`config.mk`:
```
export PLATFORM = sky130hd
export DESIGN_NAME = rv_program_loader_flat
export DESIGN_NICKNAME = d
export VERILOG_FILES = /design/src/rtl/rv_enc_pkg.sv /design/src/rtl/rv_program_loader_if.sv /design/src/rtl/rv_instr_encoder.sv /design/src/rtl/rv_program_loader.sv /design/src/flat_wrapper.sv
export SDC_FILE = /design/constraint.sdc
export NUM_CORES = 1
export LEC_CHECK = 0
export BUFFER_PORTS_ARGS = -buffer_cell sky130_fd_sc_hd__clkbuf_2
export CAP_MARGIN = 15
export CELL_PAD_IN_SITES_DETAIL_PLACEMENT = 1
export CELL_PAD_IN_SITES_GLOBAL_PLACEMENT = 2
export CORE_MARGIN = 3
export CORE_UTILIZATION = 30
export CTS_CLUSTER_SIZE = 24
export DETAILED_ROUTE_END_ITERATION = 12
export GPL_TIMING_DRIVEN = 0
export PLACE_DENSITY_LB_ADDON = 0.1
export SYNTH_ARGS = -nofsm -noshare
export SYNTH_HDL_FRONTEND = slang
export SYNTH_SLANG_ARGS = --single-unit
```
`constraint.sdc`:
```
create_clock -name clk -period 5.8 [get_ports clk]
set_clock_uncertainty 0.05 [all_clocks]
set_input_delay 0.29 -clock clk [delete_from_list [all_inputs] [get_ports clk]]
set_output_delay 0.29 -clock clk [all_outputs]
set_load 0.05 [all_outputs]
```
`src/rtl/rv_enc_pkg.sv`:
```
// rtl/rv_enc_pkg.sv - RV32I opcode/funct constants, instruction kinds and loader states
package rv_enc_pkg;

  localparam logic [6:0] OP_R      = 7'b0110011;
  localparam logic [6:0] OP_IMM    = 7'b0010011;
  localparam logic [6:0] OP_LOAD   = 7'b0000011;
  localparam logic [6:0] OP_STORE  = 7'b0100011;
  localparam logic [6:0] OP_BRANCH = 7'b1100011;
  localparam logic [6:0] OP_LUI    = 7'b0110111;

  localparam logic [2:0] F3_ADD = 3'b000;
  localparam logic [2:0] F3_LW  = 3'b010;
  localparam logic [2:0] F3_SW  = 3'b010;
  localparam logic [2:0] F3_BEQ = 3'b000;

  localparam logic [6:0] F7_ADD = 7'b0000000;
  localparam logic [6:0] F7_SUB = 7'b0100000;

  typedef enum logic [2:0] {
    KIND_ADD  = 3'd0,
    KIND_SUB  = 3'd1,
    KIND_ADDI = 3'd2,
    KIND_LW   = 3'd3,
    KIND_SW   = 3'd4,
    KIND_BEQ  = 3'd5,
    KIND_LUI  = 3'd6
  } kind_e;

  typedef enum logic [1:0] {
    ST_IDLE = 2'd0,
    ST_LOAD = 2'd1,
    ST_DONE = 2'd2
  } state_e;

endpackage

```
`src/rtl/rv_program_loader_if.sv`:
```
// rtl/rv_program_loader_if.sv - instruction input handshake and imem write port bundle
interface rv_program_loader_if #(parameter int ADDR_W = 8);

  logic              in_valid;
  logic              in_ready;
  logic [2:0]        in_kind;
  logic [4:0]        in_rd;
  logic [4:0]        in_rs1;
  logic [4:0]        in_rs2;
  logic [31:0]       in_imm;
  logic              in_last;
  logic              imem_we;
  logic [ADDR_W-1:0] imem_addr;
  logic [31:0]       imem_wdata;

  modport master (
    output in_valid, in_kind, in_rd, in_rs1, in_rs2, in_imm, in_last,
    input  in_ready, imem_we, imem_addr, imem_wdata
  );

  modport slave (
    input  in_valid, in_kind, in_rd, in_rs1, in_rs2, in_imm, in_last,
    output in_ready, imem_we, imem_addr, imem_wdata
  );

endinterface

```
`src/rtl/rv_instr_encoder.sv`:
```
// rtl/rv_instr_encoder.sv - combinational packer of symbolic fields into an RV32I word
module rv_instr_encoder
  import rv_enc_pkg::*;
(
  input  logic [2:0]  kind,
  input  logic [4:0]  rd,
  input  logic [4:0]  rs1,
  input  logic [4:0]  rs2,
  input  logic [31:0] imm,
  output logic [31:0] word,
  output logic        imm_err,
  output logic        kind_err
);

  logic fits12;
  logic fits_br;

  always_comb begin
    fits12   = ($signed(imm) >= -32'sd2048) && ($signed(imm) <= 32'sd2047);
    fits_br  = ($signed(imm) >= -32'sd4096) && ($signed(imm) <= 32'sd4094) && !imm[0];
    word     = '0;
    imm_err  = 1'b0;
    kind_err = 1'b0;
    case (kind_e'(kind))
      KIND_ADD:  word = {F7_ADD, rs2, rs1, F3_ADD, rd, OP_R};
      KIND_SUB:  word = {F7_SUB, rs2, rs1, F3_ADD, rd, OP_R};
      KIND_ADDI: begin
        word    = {imm[11:0], rs1, F3_ADD, rd, OP_IMM};
        imm_err = !fits12;
      end
      KIND_LW: begin
        word    = {imm[11:0], rs1, F3_LW, rd, OP_LOAD};
        imm_err = !fits12;
      end
      KIND_SW: begin
        word    = {imm[11:5], rs2, rs1, F3_SW, imm[4:0], OP_STORE};
        imm_err = !fits12;
      end
      KIND_BEQ: begin
        word    = {imm[12], imm[10:5], rs2, rs1, F3_BEQ, imm[4:1], imm[11], OP_BRANCH};
        imm_err = !fits_br;
      end
      KIND_LUI: begin
        word    = {imm[31:12], rd, OP_LUI};
        imm_err = (imm[11:0] != 12'd0);
      end
      default:   kind_err = 1'b1;
    endcase
  end

endmodule

```
`src/rtl/rv_program_loader.sv`:
```
// rtl/rv_program_loader.sv - session FSM writing encoded instructions sequentially into imem
module rv_program_loader
  import rv_enc_pkg::*;
#(
  parameter int ADDR_W = 8,
  parameter int DEPTH  = 256
) (
  input  logic              clk,
  input  logic              rst,
  input  logic              start,
  rv_program_loader_if.slave bus,
  output logic              busy,
  output logic              done,
  output logic [ADDR_W:0]   count,
  output logic              err_imm,
  output logic              err_kind,
  output logic              err_full
);

  localparam logic [ADDR_W-1:0] LAST_ADDR = ADDR_W'(DEPTH - 1);

  state_e            state;
  logic [ADDR_W-1:0] ptr;
  logic [31:0]       enc_word;
  logic              enc_imm_err;
  logic              enc_kind_err;
  logic              accept;
  logic              good;
  logic              full_hit;

  rv_instr_encoder u_enc (
    .kind     (bus.in_kind),
    .rd       (bus.in_rd),
    .rs1      (bus.in_rs1),
    .rs2      (bus.in_rs2),
    .imm      (bus.in_imm),
    .word     (enc_word),
    .imm_err  (enc_imm_err),
    .kind_err (enc_kind_err)
  );

  assign accept   = bus.in_valid && bus.in_ready;
  assign good     = !enc_imm_err && !enc_kind_err;
  assign full_hit = good && (ptr == LAST_ADDR);

  always_ff @(posedge clk) begin
    if (rst) begin
      state          <= ST_IDLE;
      ptr            <= '0;
      count          <= '0;
      bus.in_ready   <= 1'b0;
      bus.imem_we    <= 1'b0;
      bus.imem_addr  <= '0;
      bus.imem_wdata <= '0;
      busy           <= 1'b0;
      done           <= 1'b0;
      err_imm        <= 1'b0;
      err_kind       <= 1'b0;
      err_full       <= 1'b0;
    end else begin
      bus.imem_we <= 1'b0;
      done        <= 1'b0;
      case (state)
        ST_IDLE: begin
          if (start) begin
            state        <= ST_LOAD;
            bus.in_ready <= 1'b1;
            busy         <= 1'b1;
            ptr          <= '0;
            count        <= '0;
            err_imm      <= 1'b0;
            err_kind     <= 1'b0;
            err_full     <= 1'b0;
          end
        end
        ST_LOAD: begin
          if (accept) begin
            // Rejected instructions only raise a flag; the session keeps going.
            if (enc_kind_err) begin
              err_kind <= 1'b1;
            end else if (enc_imm_err) begin
              err_imm <= 1'b1;
            end else begin
              bus.imem_we    <= 1'b1;
              bus.imem_addr  <= ptr;
              bus.imem_wdata <= enc_word;
              ptr            <= ptr + 1'b1;
              count          <= count + 1'b1;
            end
            if (bus.in_last || full_hit) begin
              state        <= ST_DONE;
              bus.in_ready <= 1'b0;
              done         <= 1'b1;
            end
            if (full_hit && !bus.in_last) err_full <= 1'b1;
          end
        end
        ST_DONE: begin
          state <= ST_IDLE;
          busy  <= 1'b0;
        end
        default: state <= ST_IDLE;
      endcase
    end
  end

endmodule

```
`src/flat_wrapper.sv`:
```
// flat-port wrapper written by rule: the top's interface ports become plain ports
module rv_program_loader_flat import rv_enc_pkg::*;
#(
  parameter int ADDR_W = 8,
  parameter int DEPTH  = 256
)
  (clk, rst, start, busy, done, count, err_imm, err_kind, err_full, bus_in_valid, bus_in_kind, bus_in_rd, bus_in_rs1, bus_in_rs2, bus_in_imm, bus_in_last, bus_in_ready, bus_imem_we, bus_imem_addr, bus_imem_wdata);
  rv_program_loader_if #(.ADDR_W(ADDR_W)) bus_i ();
  input  logic clk;
  input  logic rst;
  input  logic start;
  output logic busy;
  output logic done;
  output logic [ADDR_W:0] count;
  output logic err_imm;
  output logic err_kind;
  output logic err_full;
  input wire logic [$bits(bus_i.in_valid)-1:0] bus_in_valid;
  input wire logic [$bits(bus_i.in_kind)-1:0] bus_in_kind;
  input wire logic [$bits(bus_i.in_rd)-1:0] bus_in_rd;
  input wire logic [$bits(bus_i.in_rs1)-1:0] bus_in_rs1;
  input wire logic [$bits(bus_i.in_rs2)-1:0] bus_in_rs2;
  input wire logic [$bits(bus_i.in_imm)-1:0] bus_in_imm;
  input wire logic [$bits(bus_i.in_last)-1:0] bus_in_last;
  output wire logic [$bits(bus_i.in_ready)-1:0] bus_in_ready;
  output wire logic [$bits(bus_i.imem_we)-1:0] bus_imem_we;
  output wire logic [$bits(bus_i.imem_addr)-1:0] bus_imem_addr;
  output wire logic [$bits(bus_i.imem_wdata)-1:0] bus_imem_wdata;
  assign bus_i.in_valid = bus_in_valid;
  assign bus_i.in_kind = bus_in_kind;
  assign bus_i.in_rd = bus_in_rd;
  assign bus_i.in_rs1 = bus_in_rs1;
  assign bus_i.in_rs2 = bus_in_rs2;
  assign bus_i.in_imm = bus_in_imm;
  assign bus_i.in_last = bus_in_last;
  assign bus_in_ready = bus_i.in_ready;
  assign bus_imem_we = bus_i.imem_we;
  assign bus_imem_addr = bus_i.imem_addr;
  assign bus_imem_wdata = bus_i.imem_wdata;
  rv_program_loader #(.ADDR_W(ADDR_W), .DEPTH(DEPTH)) u_core (.clk(clk), .rst(rst), .start(start), .bus(bus_i), .busy(busy), .done(done), .count(count), .err_imm(err_imm), .err_kind(err_kind), .err_full(err_full));
endmodule
```
==> impl_results.md, run 1 <==
* Status: complete, no violations
* Pins Over Slew Limit at 0
* Hold Fails Final Rpt at 0
* Final Instance Count excl. Fillers at 623
* Yosys reg bits at 64
* Syn Nets at 423
* Combinational share of power at 0.137
* Placed insts at 607
* Clock Tree Buf Depth at 2
* Num ports at 111
* CP Launch Type: input port
* Tmin final at 2.388 ns
* Setup Fix Bufs, Post-CTS at 0
* Vias in the first global route at around 3300
* P_sw at 0.2884 mW
* CTS tree: yes
* Die height at 106.9 microns
* Max-cap violations at 0
* Mux cell area share after synthesis at 0.06555
* Hold_buf cts at 0
* Post-Synthesis Cell Area at 0.003054 sq mm
* Gp weighted congestion at 0.8147
* Post-synthesis adder-cell area fraction at 0.008193
* PD cells at 256.7 mW/mm^2
* First DRT Iteration DRCs at between 60 and 70
* Worst skew pair latency at 0.35 ns
* Synth Area in XOR/XNOR at 0.01147
* Final worst-path setup slack at 3.412 ns
* Compound-gate portion of the synthesized area at 0.1979
* Fin crit share at 0.4117
* Share of layout cells above drive strength 1 at 0.2939
* Largest family of logic cells by synthesized area: simple AND/OR/NAND/NOR gates
* Reg clk slew, reported paths at 0.07 ns
* Cts bufs inserted at 9
* Mean area per synthesized cell at 8.345 sq um
* IO buf count at 108
* Total Routing Usage GR at 0.1915
* Dpl ws at 3.021 ns
* Routed Antenna Nets at 0
* Max_slew headroom at 0.5143
* Post-Synth Simple-Gate Area at 0.2491
* H-tree depth at 3
* Clock power share at 0.423
* Row cnt at 36
* Register area share after synthesis at 0.4195
* CP arrival at 2.55 ns
* Initial Util at 0.3110
* Seq pwr share at 0.441
* Routed via count at 3162
* Core Area at just under 0.01 sq mm
* First drt pass iteration count at 4
* Final WL at 10560 microns
* Detail-routed via count per cell at between 5 and 6
* Initial antenna violation count at 0
* Clk root buf: clkbuf_8
* Clk sinks at 64
* # nets final at 542
* Sw frac at 0.2823
* Worst Path Max Fanout at 10
* Number of distinct library cells after synthesis at between 40 and 50
* FILL cells at 1225
* Critical path class: input port to flop
* DIE WIDTH at 106.9 microns
* Peak supply drop at 0.1458 mV
* CP endpoint kind: flop
* Syn Inst Count at 366
* Pin count of the biggest net entering global routing at 13
* Yosys Warn Count at 0
* First-pass GRT wire length at 17150 microns
* Syn-to-layout area delta at 30.32%
* Resized cells post-CTS at 0
* Setup violators final at 0
* TNS Setup at 0 ns
* Diode count at 0
* Min Hold Slack at 0.1325 ns
* Post-DP HPWL at 8254 microns
* Req. time, crit path at 5.96 ns
* RSZ-0062 raised after global routing: false
* GRT overflow at 0
* Drt drc at 0
* Die ar. at 0.01143 sq mm
* Routed len/inst at 16.95 microns
* Max Freq at 418.7 MHz
* Internal at 0.7334 mW
* Hold crit path type: input port to flop
* Worst slew pin tran at 0.7259 ns
* Leakage power at 1.606 nW
[cell type report]
| class | count | area (sq um) | area share |
|---|---|---|---|
| plain buffers | 23 | 121.4 | 0.03049 |
| clock buffers | 9 | 123.9 | 0.03112 |
| flip-flops and latches | 64 | 1281 | 0.3219 |
| inverters | 6 | 22.52 | 0.005659 |
| multi-input cells | 273 | 1629 | 0.4093 |
| clock inverters | 7 | 95.09 | 0.02389 |
| well taps | 133 | 166.4 | 0.04181 |
| repair buffers | 108 | 540.5 | 0.1358 |
[final timing paths]
| check | start | to | slack [ns] | depth (start not counted) |
|---|---|---|---|---|
| max | bus_in_imm[26] | u_core.bus.imem_wdata[9] | 3.41 | 9 |
| min | bus_in_valid | u_core.bus.in_ready | 0.13 | 2 |
| max reg2reg | u_core.state[0] | u_core.bus.imem_wdata[9] | 3.70 | 7 |
| min reg2reg | u_core.busy | u_core.busy | 0.43 | 2 |
[through the flow]
stage	utilization	power [mW]	instance area, sq um
after floorplan	-	0.5454	3054
after global placement	0.3830	0.6005	3761
after detailed placement	0.3830	0.6012	3761
after CTS	0.4053	1.037	3980
after global routing	0.4053	1.073	3980
final	0.4053	1.022	3980
[cells by family (layout without fill, tap and decap cells)]
group | after synthesis | in the layout
AND/OR/NAND/NOR | 154 | 154
AO/OA/AOI/OAI | 92 | 92
flip-flops | 64 | 64
buffers and inverters | 29 | 153
multiplexers | 20 | 20
XOR/XNOR | 4 | 4
adder cells (fa/ha/maj) | 2 | 2
other | 1 | 1
[power groups by stage]
stage | sequential [mW] | combinational (mW) | clock [mW]
3_5_place_dp | 0.461 | 0.141 | 0
5_1_grt | 0.451 | 0.155 | 0.467
4_1_cts | 0.450 | 0.141 | 0.446
3_3_place_gp | 0.460 | 0.140 | 0
2_1_floorplan | 0.479 | 0.0668 | 0
6_report | 0.450 | 0.140 | 0.432
[layer usage]
layer	vias up	GRT usage	routed length [microns]
li1	1567	-	-
met1	1513	0.2449	4759
met2	72	0.3237	5150
met3	10	0.03913	536
met4	0	0.06027	112
met5	-	0	0
[sequential cells by signal, indices dropped and copies added, names as in the netlist, 2 cells and up]
name,count
u_core.bus.imem_addr,8
u_core.ptr,8
u_core.bus.imem_wdata,30
u_core.count,9
u_core.state,2
[cells in the mapped netlist, drive strengths merged]
| cell | number | area [sq um] |
|---|---|---|
| nor3b | 7 | 52.55 |
| a311oi | 2 | 17.52 |
| or3 | 8 | 50.05 |
| clkbuf | 11 | 41.29 |
| nand3b | 1 | 7.510 |
| o21bai | 1 | 7.510 |
| buf | 12 | 80.07 |
| xor2 | 4 | 35.03 |
| nand2b | 2 | 12.51 |
| a21oi | 27 | 135.1 |
| nand3 | 14 | 70.07 |
| and3 | 4 | 25.02 |
| nor4 | 10 | 62.56 |
| a211oi | 18 | 140.1 |
| or2 | 2 | 12.52 |
| o21a | 1 | 7.510 |
| ha | 2 | 25.02 |
| and3b | 1 | 8.760 |
| or3b | 1 | 8.760 |
| a21boi | 1 | 7.510 |
| or4 | 2 | 15.01 |
| o211ai | 4 | 35.03 |
| nor2 | 73 | 279.0 |
| o21ai | 18 | 90.08 |
| a221oi | 7 | 61.31 |
| and2 | 1 | 6.260 |
| o2111a | 1 | 12.51 |
| nor3 | 7 | 51.30 |
| conb | 1 | 3.750 |
| nand4 | 8 | 50.05 |
| mux2i | 20 | 200.2 |
| dfxtp | 64 | 1281 |
| nand2 | 13 | 48.80 |
| a22oi | 11 | 82.58 |
| a21o | 1 | 7.510 |
| inv | 6 | 22.52 |
[cells in the final DEF (no fill, tap or decap), drive strengths merged, types with 4 or more instances in the layout]
master  instances
inv             7
nand2          13
nor4           10
mux2i          20
dfxtp          64
nand4           8
a211oi         18
o21ai          18
xor2            4
a221oi          7
a22oi          11
o211ai          4
and3            4
nor3b           7
nor2           73
nand3          14
buf            12
a21oi          27
or3             8
clkbuf        128
nor3            7
[critical path: stages]
cell	delay [ns]
clkbuf_2	0.11
nor4_1	0.50
a21boi_0	0.22
a211oi_2	0.31
o211ai_2	0.17
nor3_4	0.33
buf_6	0.22
buf_2	0.28
a211oi_1	0.12
No activity file was read; power rests on OpenSTA's default activity.
==> inputs of run 2 (changes only) <==
CORE_UTILIZATION = 25   (was 30)
clock period = 2.1 ns   (was 5.8 ns; I/O delays follow)
==> impl_results.md, run 2 (synthesis gave the netlist of run 1 again) <==
* Syn-to-layout area delta at 37.28%
* CP endpoint kind: flop
* Drt drc at 0
* Clock power share at 0.476
* Fin crit share at 0.9336
* CP startpoint: u_core.state[0]
* Req. time, crit path at 2.27 ns
* IO buf count at 108
* Min Hold Slack at roughly 0.011 ns
* Max_slew headroom at 0.4784
* Reg2reg setup slack at 0.14 ns
* Post-DP HPWL at ~8700 microns
* Max-cap violations at 0
* Peak supply drop at 0.4403 mV
* Seq pwr share at 0.392
* Row cnt at 39
* Pin count of the biggest net entering global routing at 12
* Largest registers: u_core.bus.imem_wdata: 30 flops, u_core.count: 9 flops
* Sw frac at 0.2698
* CP Launch Type: flop
* Reg clk slew, reported paths at 0.05 ns
* First-pass GRT wire length at 17860 microns
* Total Routing Usage GR at 0.1726
* PD cells at between 700 and 800 mW/mm^2
* Hold crit path type: input port to flop
* First DRT Iteration DRCs at 131
* Cts bufs inserted at 9
* Die ar. at 0.01358 sq mm
* Worst Reg-to-Reg Cells at 9
* WHS Path Cells at 3
* Clk root buf: clkbuf_16
* Number of flip-flops under the largest register name at 30
* Hold Fails Final Rpt at 0
* Commonest non-fill, non-tap cell in the layout: clkbuf_2
* Worst slew pin tran at 0.7742 ns
* Initial antenna violation count at 0
* Initial Util at 0.2619
* DIE WIDTH at approximately 120 microns
* Internal at 2.324 mW
* Max Freq at slightly above 500 MHz
* Share of layout cells above drive strength 1 at 0.3172
* Leakage power at roughly 1.7 nW
* Die height at 116.5 microns
* Worst skew pair latency at around 0.34 ns
* Routed Antenna Nets at 0
* Routed via count at 3226
* Cell Area, Placed at 0.003775 sq mm
* GRT overflow at 0
* FILL cells at 1428
* First drt pass iteration count at 4
* P_sw at 0.8585 mW
* Clock Tree Buf Depth at 2
* Pins Over Slew Limit at 0
* Critical path class: flop to flop
* Min-Delay Startpoint: bus_in_imm[14]
* Clk sinks at 64
* Setup violators final at 0
* Post-layout instance area at 0.004193 sq mm
* Vias in the first global route at 3313
* Routed len/inst at ~18 microns
* Hold EP: u_core.bus.imem_wdata[14]
* Diode count at 0
* R2R Path Start: u_core.state[0]
* H-tree depth at 3
* CP arrival at 2.13 ns
* Status: complete, no violations
* Core Area at 0.01166 sq mm
* Detail-routed via count per cell at approximately 5.1
* Num ports at 111
* Final WL at around 11000 microns
* Most frequent cells in the layout: clkbuf_2 (109), nor2_1 (69), dfxtp_1 (63)
* Combinational share of power at 0.133
* Worst Path Max Fanout at 10
* CTS tree: yes
* Tmin final at approximately 2.0 ns
* # nets final at 547
* Biggest register: u_core.bus.imem_wdata
* Gp weighted congestion at 0.7608
* Worst R2R End: u_core.count[3]
## run 2: cell types whose count changed in the layout (fill, tap and decap cells not counted), moves of 2 or more
| cell | delta |
|---|---|
| clkbuf_16 | +9 |
| clkbuf_8 | -8 |
| buf_4 | +5 |
| buf_2 | -4 |
| clkbuf_4 | +3 |
| nor4_1 | -3 |
| nor2_1 | -2 |
| nor2_4 | +2 |
| nor4_4 | +2 |
## run 2: layout make-up
cell class	instances	area (sq um)	share of cell area
sequential	64	1282	0.3059
clock buffer	11	242.7	0.05789
tap	143	178.9	0.04267
clock inverter	5	56.30	0.01343
buffer	23	132.6	0.03163
multi-input combinational	273	1697	0.4047
timing repair buffer	113	580.6	0.1385
inverter	6	22.52	0.005372
## run 2: layer usage
metal	vias up	wire, microns	GRT usage
met1	1540	4989	0.2145
met2	92	5660	0.2906
met4	0	58	0.04740
met3	4	745	0.05233
li1	1590	-	-
met5	-	0	0
## run 2: what timing repair did
action,4_1_cts,5_1_grt
pin swaps,0,4
gates resized for setup,4,17
endpoints found under the hold margin,1,0
hold buffers,1,0
setup buffers,0,4
endpoints found under the setup margin,13,49
## run 2: through the flow
step	setup TNS (ns)	power, mW	worst slack (ns)	utilization	cells
floorplan	0	1.507	0.1563	-	366
global placement	-14.47	1.667	-0.3864	0.3237	617
detailed placement	-15.00	1.668	-0.3906	0.3237	617
CTS	0	3.211	0.002010	0.3519	634
global route	-0.03668	3.325	-0.02311	0.3595	638
finish	0	3.182	0.1395	0.3595	638
## run 2: critical path, cell delays in order (launching register included)
cell and delay (ns):
dfxtp_1 0.39, nand3_1 0.12, a21o_1 0.21, nor2_2 0.12
o2111a_2 0.28, nor2_2 0.07, buf_6 0.14, buf_4 0.18
o211ai_1 0.21, nand2_1 0.08
## run 2: how the worst max path moves through the flow
| stage | end | slack [ns] | cells past startpoint |
|---|---|---|---|
| 2_1_floorplan | u_core.count[8] | 0.16 | 8 |
| 3_3_place_gp | u_core.bus.imem_wdata[8] | -0.39 | 9 |
| 3_5_place_dp | u_core.bus.imem_wdata[8] | -0.39 | 9 |
| 4_1_cts | u_core.ptr[2] | 0.002 | 6 |
| 5_1_grt | u_core.state[1] | -0.02 | 8 |
| 6_report | u_core.count[3] | 0.14 | 9 |
## run 2: power groups by stage
stage,clock (mW),combinational (mW),sequential (mW)
2_1_floorplan,0,0.185,1.32
4_1_cts,1.56,0.403,1.25
3_3_place_gp,0,0.394,1.27
6_report,1.51,0.422,1.25
5_1_grt,1.61,0.466,1.25
3_5_place_dp,0,0.394,1.27
